<file path="src/rtl/x_sz_pkg.sv">
// Shared types and width helpers for the bytelane downsizer.
// Payload layout, MSB to LSB: {DST_ID, SRC_ID, ..., ADDR, ..., STRB, DATA}.
package x_sz_pkg;

  typedef enum logic {IDLE = 1'b0, SPLIT = 1'b1} x_sz_st_e;

  function automatic int hdr_w(int pi, int di);
    return pi - di - di / 8;
  endfunction

  function automatic int po_w(int pi, int di, int dout);
    return hdr_w(pi, di) + dout + dout / 8;
  endfunction

  function automatic int adr_lsb(int pi, int m, int n, int a);
    return pi - $clog2(n) - $clog2(m) - a;
  endfunction

endpackage

</file>
<file path="src/rtl/x_sz_lane_find.sv">
// Finds the lowest set mask bit above (or, with incl, at) the current index.
// none is raised when no such bit exists.
module x_sz_lane_find #(
  parameter int R = 2
) (
  input  logic [R-1:0]         mask,
  input  logic [$clog2(R)-1:0] cur,
  input  logic                 incl,
  output logic [$clog2(R)-1:0] nxt,
  output logic                 none
);

  localparam int KW = $clog2(R);

  // Descending scan so the lowest qualifying index is written last.
  always_comb begin
    nxt  = '0;
    none = 1'b1;
    for (int i = R - 1; i >= 0; i--) begin
      if (mask[i] && ((i > int'(cur)) || (incl && (i == int'(cur))))) begin
        nxt  = i[KW-1:0];
        none = 1'b0;
      end
    end
  end

endmodule

</file>
<file path="src/rtl/x_sz_split.sv">
// Sequential bytelane downsizer: serializes one wide beat into the narrow
// chunks that carry strobes, rewriting the chunk-select address bits per beat.
module x_sz_split
  import x_sz_pkg::*;
#(
  parameter int M  = 3,
  parameter int N  = 2,
  parameter int A  = 19,
  parameter int DI = 64,
  parameter int DO = 32,
  // Default sized so the header holds exactly DST, SRC and ADDR.
  parameter int PI = 94
) (
  input  logic                         clk,
  input  logic                         rst,
  input  logic                         s_vld,
  output logic                         s_rdy,
  input  logic [PI-1:0]                pld_s,
  output logic                         m_vld,
  input  logic                         m_rdy,
  output logic [po_w(PI, DI, DO)-1:0]  pld_m,
  output logic                         m_last
);

  localparam int PO      = po_w(PI, DI, DO);
  localparam int HW      = hdr_w(PI, DI);
  localparam int SI      = DI / 8;
  localparam int SO      = DO / 8;
  localparam int R       = DI / DO;
  localparam int KW      = $clog2(R);
  localparam int LSO     = $clog2(SO);
  localparam int ADR_LSB = adr_lsb(PI, M, N, A);
  localparam int ADR_H   = ADR_LSB - DI - SI;

  x_sz_st_e         state_reg, state_next;
  logic [PI-1:0]    pld_reg;
  logic [KW-1:0]    k_reg;
  logic             m_vld_reg;
  logic             m_last_reg;
  logic [PO-1:0]    pld_m_reg;

  logic [R-1:0]     mask_s, mask_r;
  logic [KW-1:0]    find_k, nxt_k, adr_k, first_k;
  logic             none_s, none_r, first_last, nxt_last;
  logic             accept, advance;

  generate
    for (genvar gi = 0; gi < R; gi++) begin : g_mask
      assign mask_s[gi] = |pld_s[DI + gi*SO +: SO];
      assign mask_r[gi] = |pld_reg[DI + gi*SO +: SO];
    end
  endgenerate

  x_sz_lane_find #(.R(R)) u_find_first (
    .mask (mask_s),
    .cur  ('0),
    .incl (1'b1),
    .nxt  (find_k),
    .none (none_s)
  );

  x_sz_lane_find #(.R(R)) u_find_next (
    .mask (mask_r),
    .cur  (k_reg),
    .incl (1'b0),
    .nxt  (nxt_k),
    .none (none_r)
  );

  function automatic logic any_above(input logic [R-1:0] mask, input logic [KW-1:0] j);
    logic found;
    found = 1'b0;
    for (int i = 0; i < R; i++) begin
      if (mask[i] && (i > int'(j))) found = 1'b1;
    end
    return found;
  endfunction

  // Header copy with the chunk index forced into the address; byte offset
  // below the chunk survives only on the first emitted beat.
  function automatic logic [PO-1:0] make_beat(input logic [PI-1:0] w,
                                               input logic [KW-1:0] k,
                                               input logic first);
    logic [HW-1:0] hdr;
    hdr = w[PI-1 -: HW];
    for (int i = 0; i < KW; i++) hdr[ADR_H + LSO + i] = k[i];
    if (!first) begin
      for (int i = 0; i < LSO; i++) hdr[ADR_H + i] = 1'b0;
    end
    return {hdr, w[DI + int'(k)*SO +: SO], w[int'(k)*DO +: DO]};
  endfunction

  // An all-zero strobe emits the single chunk the address points at.
  assign adr_k      = pld_s[ADR_LSB + LSO +: KW];
  assign first_k    = none_s ? adr_k : find_k;
  assign first_last = none_s ? 1'b1 : !any_above(mask_s, find_k);
  assign nxt_last   = !any_above(mask_r, nxt_k);

  assign accept  = s_vld & s_rdy;
  assign advance = m_vld_reg & m_rdy;

  always_ff @(posedge clk) begin
    if (rst) state_reg <= IDLE;
    else     state_reg <= state_next;
  end

  always_comb begin
    state_next = state_reg;
    case (state_reg)
      IDLE:    if (accept) state_next = SPLIT;
      SPLIT:   if (advance && m_last_reg && !accept) state_next = IDLE;
      default: state_next = IDLE;
    endcase
  end

  always_comb begin
    s_rdy = 1'b0;
    if (!rst) begin
      case (state_reg)
        IDLE:    s_rdy = 1'b1;
        SPLIT:   s_rdy = m_last_reg & m_rdy;
        default: s_rdy = 1'b0;
      endcase
    end
  end

  always_ff @(posedge clk) begin
    if (rst) begin
      pld_reg    <= '0;
      k_reg      <= '0;
      m_vld_reg  <= 1'b0;
      m_last_reg <= 1'b0;
      pld_m_reg  <= '0;
    end else if (accept) begin
      pld_reg    <= pld_s;
      k_reg      <= first_k;
      pld_m_reg  <= make_beat(pld_s, first_k, 1'b1);
      m_last_reg <= first_last;
      m_vld_reg  <= 1'b1;
    end else if (advance) begin
      if (m_last_reg) begin
        m_vld_reg  <= 1'b0;
        m_last_reg <= 1'b0;
      end else if (!none_r) begin
        k_reg      <= nxt_k;
        pld_m_reg  <= make_beat(pld_reg, nxt_k, 1'b0);
        m_last_reg <= nxt_last;
      end
    end
  end

  assign m_vld  = m_vld_reg;
  assign m_last = m_last_reg;
  assign pld_m  = pld_m_reg;

endmodule
</file>
<file path="config.mk">
export PLATFORM = sky130hd
export DESIGN_NAME = x_sz_split
export DESIGN_NICKNAME = d
export VERILOG_FILES = /design/src/rtl/x_sz_pkg.sv /design/src/rtl/x_sz_lane_find.sv /design/src/rtl/x_sz_split.sv
export SDC_FILE = /design/constraint.sdc
export NUM_CORES = 1
export LEC_CHECK = 0
export CAP_MARGIN = 20
export CORE_ASPECT_RATIO = 0.75
export CORE_UTILIZATION = 45
export DETAILED_ROUTE_END_ITERATION = 8
export HOLD_SLACK_MARGIN = 0.08
export MAX_ROUTING_LAYER = met4
export PLACE_DENSITY = 0.78
export SYNTH_ARGS = -nofsm -noshare
export SYNTH_HDL_FRONTEND = slang
export SYNTH_HIERARCHICAL = 1
export SYNTH_SLANG_ARGS = --single-unit
</file>
<file path="constraint.sdc">
create_clock -name clk -period 2.8 [get_ports clk]
set_clock_uncertainty 0.05 [all_clocks]
set_input_delay 0.28 -clock clk [delete_from_list [all_inputs] [get_ports clk]]
set_output_delay 0.28 -clock clk [all_outputs]
set_load 0.005 [all_outputs]
</file>
* Word level (Yosys, flattened, before mapping)
Cells that the tools add are included.
** Storage, ports and cells
- Bits in registers :: 156
- Input port bits :: 98
- Output and inout port bits :: 61
- Word-level logic and storage cells :: 65
** Operators by class
- Add/sub/neg operators :: 2
- Magnitude comparators :: 3
- Eq/ne operators :: 1
- Shift-type cells :: 4
- Muxes and demuxes :: 29
- Bitwise logic cells :: 4
- Reductions and logical operators :: 16
** Operator list (number)
- 58-bit two-way mux :: 4
- 94-bit by 7-bit indexed part select with 32-bit output :: 2
- 94-bit by 9-bit indexed part select with 4-bit output :: 2
- 1-bit two-way mux :: 23
- 7-bit by 3-bit adder with 8-bit output, first input constant :: 2
- 4-bit OR reduction :: 3
- 2-bit nonzero test :: 3
- 1-bit logical AND :: 5
- 1-bit one-hot mux with 2 select lines :: 2
- 1-bit bitwise AND :: 3
- 1-bit > comparator, first input constant :: 3
- 1-bit logical NOT :: 3
- 3-bit AND reduction :: 1
- 2-bit by 1-bit inequality test with 1-bit output, second input constant :: 1
- 2-bit AND reduction :: 1
- 1-bit inverter :: 1

* Depth between registers and ports, before layout
Gate-level depths: netlist of run 1.
- Depth after elaboration :: 11
- Mapped depth :: 8
- Mapped depth without buffers :: 6

* Hierarchy
Netlist of run 1, hierarchy kept.
** By module, submodules not included
- x_sz_split :: times used 1, cells each 733, area an instance 7055.5 um^2
- x_sz_lane_find :: times used 2, cells each 4, area an instance 35.0 um^2

* Least setup slack after synthesis of run 1
No wires, ideal clock.
- Kind :: input to register
- Start point :: in pld_s[64]
- End point :: reg pld_m_reg[26] (netlist: pld_m[26])
- Arrival time :: 2.013 ns
- Required time :: 2.622 ns
- Path slack :: 0.609 ns
- Stages :: 8
- Buffers on the path :: 2
- Cell sequence :: or4_1 > nand2_1 > a2bb2oi_2 > mux2i_1 > buf_4 > buf_2 > mux2i_1 > o32ai_2
** Between the ends
- Word-level cells in the longest chain between the ends :: 5
- Elaborated cells between the ends (all ways) :: 6
- Those cells by class :: 1 x shift; 4 x mux; 1 x reduce/logical
** RTL lines
- start: declaration :: line x_sz_split.sv:18 : input logic [PI-1:0] pld_s,
- 4-bit OR reduction :: line x_sz_split.sv:49 : assign mask_s[gi] = |pld_s[DI + gi*SO +: SO];
- 1-bit two-way mux :: line x_sz_lane_find.sv:20 : if (mask[i] && ((i > int'(cur)) || (incl && (i == int'(cur))))) begin
- via none_s :: line x_sz_split.sv:44 : logic none_s, none_r, first_last, nxt_last;
- 1-bit two-way mux :: line x_sz_split.sv:95 : assign first_k = none_s ? adr_k : find_k;
- 94-bit by 7-bit indexed part select with 32-bit output :: line x_sz_split.sv:90 : return {hdr, w[DI + int'(k)*SO +: SO], w[int'(k)*DO +: DO]};
- 58-bit two-way mux :: line x_sz_split.sv:134 : end else if (accept) begin
- end signal: assignment :: line x_sz_split.sv:137 : pld_m_reg <= make_beat(pld_s, first_k, 1'b1);
- end signal: assignment :: line x_sz_split.sv:146 : pld_m_reg <= make_beat(pld_reg, nxt_k, 1'b0);
- end: declaration :: line x_sz_split.sv:40 : logic [PO-1:0] pld_m_reg;
The timed path passes the listed nets, and every way through them passes these cells.
A chain may end at the register's enable or synchronous reset.

* Worst setup path in the final report of run 1
- Start point :: reg pld_reg[71]
- End point :: reg pld_m_reg[30] (netlist: pld_m[30])
** Between the ends
- Word-level cells in the longest chain between the ends :: 8
- Elaborated cells between the ends (all ways) :: 10
- Those cells by class :: 1 x shift; 5 x mux; 4 x reduce/logical
** RTL lines
- start: declaration :: line x_sz_split.sv:36 : logic [PI-1:0] pld_reg;
- start signal: assignment :: line x_sz_split.sv:135 : pld_reg <= pld_s;
- 4-bit OR reduction :: line x_sz_split.sv:50 : assign mask_r[gi] = |pld_reg[DI + gi*SO +: SO];
- via mask_r[1] :: line x_sz_split.sv:42 : logic [R-1:0] mask_s, mask_r;
- 1-bit logical AND :: line x_sz_lane_find.sv:20
- 1-bit two-way mux :: line x_sz_lane_find.sv:20
- via nxt_k :: line x_sz_split.sv:43 : logic [KW-1:0] find_k, nxt_k, adr_k, first_k;
- 94-bit by 7-bit indexed part select with 32-bit output :: line x_sz_split.sv:90
- 58-bit two-way mux :: line x_sz_split.sv:144 : end else if (!none_r) begin
- 58-bit two-way mux :: line x_sz_split.sv:141 : if (m_last_reg) begin
- 58-bit two-way mux :: line x_sz_split.sv:140 : end else if (advance) begin
- 58-bit two-way mux :: line x_sz_split.sv:134
The timed path passes the listed nets, and every way through them passes these cells. The select of a mux whose other input is x is not followed.

==> impl_metrics.json, run 1 <==
{
  "coreArea_mm2": 0.0154,
  "first_pass_iters": 5,
  "clock_path_buffers": 2,
  "dpl_cell_area_mm2": 0.00882,
  "clock.fmax_mhz": 423,
  "grt_pass1_wl_um": 31600,
  "hold_class": "input pin to register",
  "cts_tree": "done",
  "portBuffers": 158,
  "synthesis.area_mm2": 0.00713,
  "synth_edf_count": 0,
  "largest_register_ffs": 91,
  "crit-reg2reg-launch": "pld_reg[71]",
  "cap_violations": 0,
  "routed_wl_um": 19400,
  "peakVddDrop_mv": 0.445,
  "busiest_layer": "met2",
  "synth_compound_area_frac": 0.271,
  "antenna_found_initial": 0,
  "vias_per_cell": 5.91,
  "cp_data_required_time_ps": 3020,
  "finalSetupTns_ps": 0,
  "synthXorXnorAreaFrac": 0,
  "grt_usage": 0.248,
  "r2r_slack_ps": 440,
  "n_antenna_cell": 0,
  "dieArea_mm2": 0.0163,
  "clkTransAtPathRegs_ps": 60,
  "synthMuxAreaShare": 0.0520,
  "synth-async-reset-ratio": 0,
  "num_rows": 39,
  "finalPower_mw": 5.88,
  "rsz0062_at_grt": "no",
  "fp.dieW_um": 147,
  "nets": 958,
  "hold_viol": 0,
  "crit_slowest_cell": "buf_4",
  "timing.final.crit_share": 0.844,
  "grt_max_degree": 80,
  "path_class": "register to register",
  "final_cell_mix": "157 x clkdlybuf4s50_1, 152 x dfxtp_1, 72 x and3_1, 64 x a31o_1, 39 x nor2_1",
  "arrival_ps": 2590,
  "post-cts-setup-buffer-count": 0,
  "finalSetupViolCount": 0,
  "drive_above_1_share": 0.126,
  "synth_top_family_by_area": "compound AO/OA/AOI/OAI gates",
  "wl_per_cell_um": 18.0,
  "use_met3": 0.0572,
  "drc": 0,
  "syn_area_per_cell_um2": 9.62,
  "syn_to_final_growth_pct": 32.2,
  "grt_pass1_vias": 6045,
  "yosys.area_share.adder": 0,
  "routed-via-count": 6366,
  "synth_ff_type": "dfxtp_1",
  "reg2reg_depth": 7,
  "relSlewSlack": 0.570,
  "die_y_um": 111,
  "p_leak_nw": 3.63,
  "design_area_mm2": 0.00942,
  "clkLatencyLatePin_ps": 420,
  "syn_inst": 741,
  "drv_slew": 0,
  "ant_nets": 0,
  "place_hpwl_um": 12200,
  "root_buffer": "clkbuf_16",
  "period_minus_slack_ps": 2360,
  "critPathMaxFanout": 59,
  "startpoint_type": "register",
  "tightestPinTransition_ps": 644,
  "crit_path_end_kind": "register",
  "ios": 159,
  "yosysSeqAreaShare": 0.427,
  "cts_hold_buf": 0,
  "min_path_cells": 3,
  "htreeDepth": 4,
  "worstPathCellList": "nor4_1, inv_1, o211a_2, buf_4, and2b_1, a211oi_1, o32ai_2",
  "synth_cell_types": 41,
  "max_stage_delay_ps": 570,
  "drtIter0Drc": 403,
  "layout_commonest_cell": "clkdlybuf4s50_1",
  "final_util": 0.613,
  "gp_congestion": 0.858,
  "cts.sinks": 152,
  "yosysWarningCount": 6,
  "grt.met1_usage": 0.347,
  "cts_resized": 0,
  "overflow": 0,
  "synth_simple_gate_area_frac": 0.184,
  "crit_path_start": "pld_reg[71]",
  "status": "finished, final reports clean",
  "ys_seq_elements": 152,
  "cts_buffers": 17,
  "min_from": "pld_s[72]",
  "grtUsageMet2": 0.357,
  "power_density_mw_per_mm2": 624,
  "initial_core_util": 0.464
}
## kinds of logic after synthesis
| family | Yosys count |
|---|---|
| and+or+nand+nor | 244 |
| other | 2 |
| muxes | 37 |
| DFF | 152 |
| AOI/OAI and AO/OA | 219 |
| buffers and inverters | 87 |
## where the power goes
group	internal (mW)	leakage, nW	switching (mW)
Clock	1.41	0.291	0.932
Sequential	2.33	1.25	0.0995
Combinational	0.569	2.09	0.539
## per-stage QoR
stage,hold WS [ps],instances,setup slack (ps)
final,392,1078,437
after global routing,401,1078,231
after CTS,390,1078,449
after detailed placement,404,1046,83.0
after global placement,398,1046,111
after floorplan,347,746,609
## metal layers
layer  vias to the layer above  part of all wire  wire (um)
li1                       3020                 -          -
met1                      3092              0.48       9370
met2                       236              0.44       8610
met3                        18             0.065       1270
met4                         0            0.0089        173
met5                         -                 0          0
## cells in the mapped netlist, types with 3 or more instances
cell type	n	area share
dfxtp_1	152	0.43
and3_1	72	0.063
a31o_1	64	0.079
nor2_1	39	0.021
nand2_1	38	0.020
mux2i_1	37	0.052
a211oi_1	36	0.038
buf_2	32	0.022
clkbuf_1	32	0.017
nor2b_1	31	0.027
o32ai_1	27	0.033
a21oi_1	22	0.015
nand3_1	22	0.015
a311oi_2	19	0.040
nor3_1	19	0.013
o21ai_0	19	0.013
buf_4	12	0.013
a31o_2	9	0.011
o32ai_2	9	0.021
nand2_2	8	0.0070
buf_6	7	0.011
and2b_1	5	0.0053
inv_1	3	0.0016
nand2b_1	3	0.0026
or4_1	3	0.0032
## worst max-delay path, delay by kind of cell (launching register included)
family	cells	cell delay, ps
simple gates	2	340
flops	1	380
buf+inv	2	660
compound gates	3	730
## final timing paths
kind	end
setup reg to reg	pld_m[30]
setup / recovery	pld_m[30]
hold / removal	pld_m[36]
hold reg to reg	pld_reg[21]
## cell type report
type                       count  area, um^2
timing repair buffer         179        1830
inverter                       3        11.3
clock buffer                  18         429
sequential                   152        3040
clock inverter                14         173
multi-input combinational    507        3680
tap                          205         256
fill                        1294        5950
(Power assumes the default switching activity.)
==> run 2: changes to the inputs <==
clock period = 2.3 ns   (was 2.8 ns; I/O delays follow)
==> impl_metrics.json, run 2 (synthesized netlist as in run 1, its figures left out) <==
{
  "status": "finished, final reports clean",
  "grt_usage": 0.248,
  "relSlewSlack": 0.651,
  "r2r_end": "pld_m[13]",
  "drv_slew": 0,
  "antenna_found_initial": 0,
  "clock.fmax_mhz": 449,
  "hold_viol": 0,
  "wl_per_cell_um": 18.0,
  "die_y_um": 111,
  "overflow": 0,
  "routed_wl_um": 19600,
  "tightestPinTransition_ps": 523,
  "grt.met1_usage": 0.336,
  "arrival_ps": 2470,
  "htreeDepth": 4,
  "drtIter0Drc": 599,
  "place_hpwl_um": 12100,
  "finalSetupTns_ps": 0,
  "fp.dieW_um": 147,
  "grt_pass1_vias": 6220,
  "busiest_layer": "met2",
  "peakVddDrop_mv": 0.559,
  "routed-via-count": 6355,
  "clkLatencyLatePin_ps": 410,
  "r2r_slack_ps": 310,
  "min_path_cells": 2,
  "n_antenna_cell": 0,
  "fin_cells": 1090,
  "crit-reg2reg-launch": "pld_reg[68]",
  "initial_core_util": 0.464,
  "multi_input_area_mm2": 0.00369,
  "root_buffer": "clkbuf_16",
  "drive_above_1_share": 0.138,
  "final_util": 0.628,
  "ant_nets": 0,
  "drc": 0,
  "min_from": "rst",
  "period_minus_slack_ps": 2230,
  "layout_commonest_cell": "clkdlybuf4s50_1",
  "path_class": "input pin to register",
  "grtUsageMet2": 0.368,
  "startpoint_type": "input pin",
  "first_pass_iters": 5,
  "cts.sinks": 152,
  "dieArea_mm2": 0.0163,
  "cap_violations": 0,
  "reg2reg_depth": 6,
  "grt_pass1_wl_um": 31600,
  "portBuffers": 158,
  "largest_register_ffs": 91,
  "finalSetupViolCount": 0,
  "cp_data_required_time_ps": 2540,
  "power_density_mw_per_mm2": 746,
  "syn_to_final_growth_pct": 35.5,
  "ios": 159,
  "cts_hold_buf": 0,
  "use_met3": 0.0510,
  "final_cell_mix": "157 x clkdlybuf4s50_1, 152 x dfxtp_1, 72 x and3_1, 64 x a31o_1, 39 x nor2_1",
  "dp.cells": 1058,
  "gp_congestion": 0.780,
  "p_leak_nw": 3.74,
  "timing.final.crit_share": 0.969,
  "fill_cells": 1306,
  "register_area_mm2": 0.00304,
  "num_rows": 39,
  "cts_tree": "done",
  "finalHoldWorstSlack_ps": 162,
  "vias_per_cell": 5.83,
  "hold_class": "input pin to register",
  "nets": 972,
  "clock_path_buffers": 2,
  "critPathMaxFanout": 13,
  "cts_buffers": 17,
  "coreArea_mm2": 0.0154,
  "hold-path-endpoint": "state_reg",
  "crit_path_end_kind": "register",
  "finalPower_mw": 7.20,
  "grt_max_degree": 55,
  "clkTransAtPathRegs_ps": 60
}
[run 2: changes by cell type in the layout (fill, tap and decap cells not counted), sizes merged]
| cell | change |
|---|---|
| buf | +13 |
| inv | -3 |
| clkinv | -2 |
| clkbuf | +4 |
[run 2: critical path, stage by stage]
cell             delay [ps]
clkdlybuf4s50_1         450
or4_1                   620
buf_4                   180
o211a_1                 140
mux2i_4                 170
buf_12                  150
buf_12                  160
mux2i_1                 250
o32ai_2                 110
[run 2: cell type report]
cell class	instances	share of cell area
Inverter	3	0.00117
Clock buffer	21	0.0477
Clock inverter	9	0.0130
Timing Repair Buffer	193	0.214
Multi-Input combinational cell	507	0.382
Sequential cell	152	0.315
Tap cell	205	0.0266
[run 2: power breakdown]
part	internal, mW	total [mW]	switching, mW
Sequential	2.84	2.96	0.123
Clock	1.74	2.80	1.05
Combinational	0.764	1.44	0.677
Total	5.35	7.20	1.85
[run 2: metal layers]
metal | vias to the layer above | wire length [um]
met3 | 16 | 1360
met5 | - | 0
met2 | 217 | 8800
met1 | 3080 | 9300
li1 | 3042 | -
met4 | 0 | 176
[run 2: worst max path at each step]
stage	cells after the start	start	end	slack, ps
6_report	9	pld_s[68]	pld_m[30]	70
5_1_grt	9	pld_s[64]	pld_m[26]	-3
2_1_floorplan	8	pld_s[64]	pld_m[26]	160
3_3_place_gp	8	pld_s[64]	pld_m[12]	-310
3_5_place_dp	8	pld_s[65]	pld_m[18]	-370
4_1_cts	8	pld_s[65]	pld_m[18]	70
[run 2: through the flow]
step	cell area [um^2]	worst slack, ps
final	9660	71.5
after global routing	9660	-2.82
after CTS	9600	71.8
after detailed placement	9010	-371
after global placement	9010	-309
after floorplan	7140	159
[run 2: timing repair]
| action | in CTS | in global routing |
|---|---|---|
| endpoints found under the setup margin | 0 | 25 |
| setup buffers | 0 | 1 |
| resized for setup | 0 | 2 |
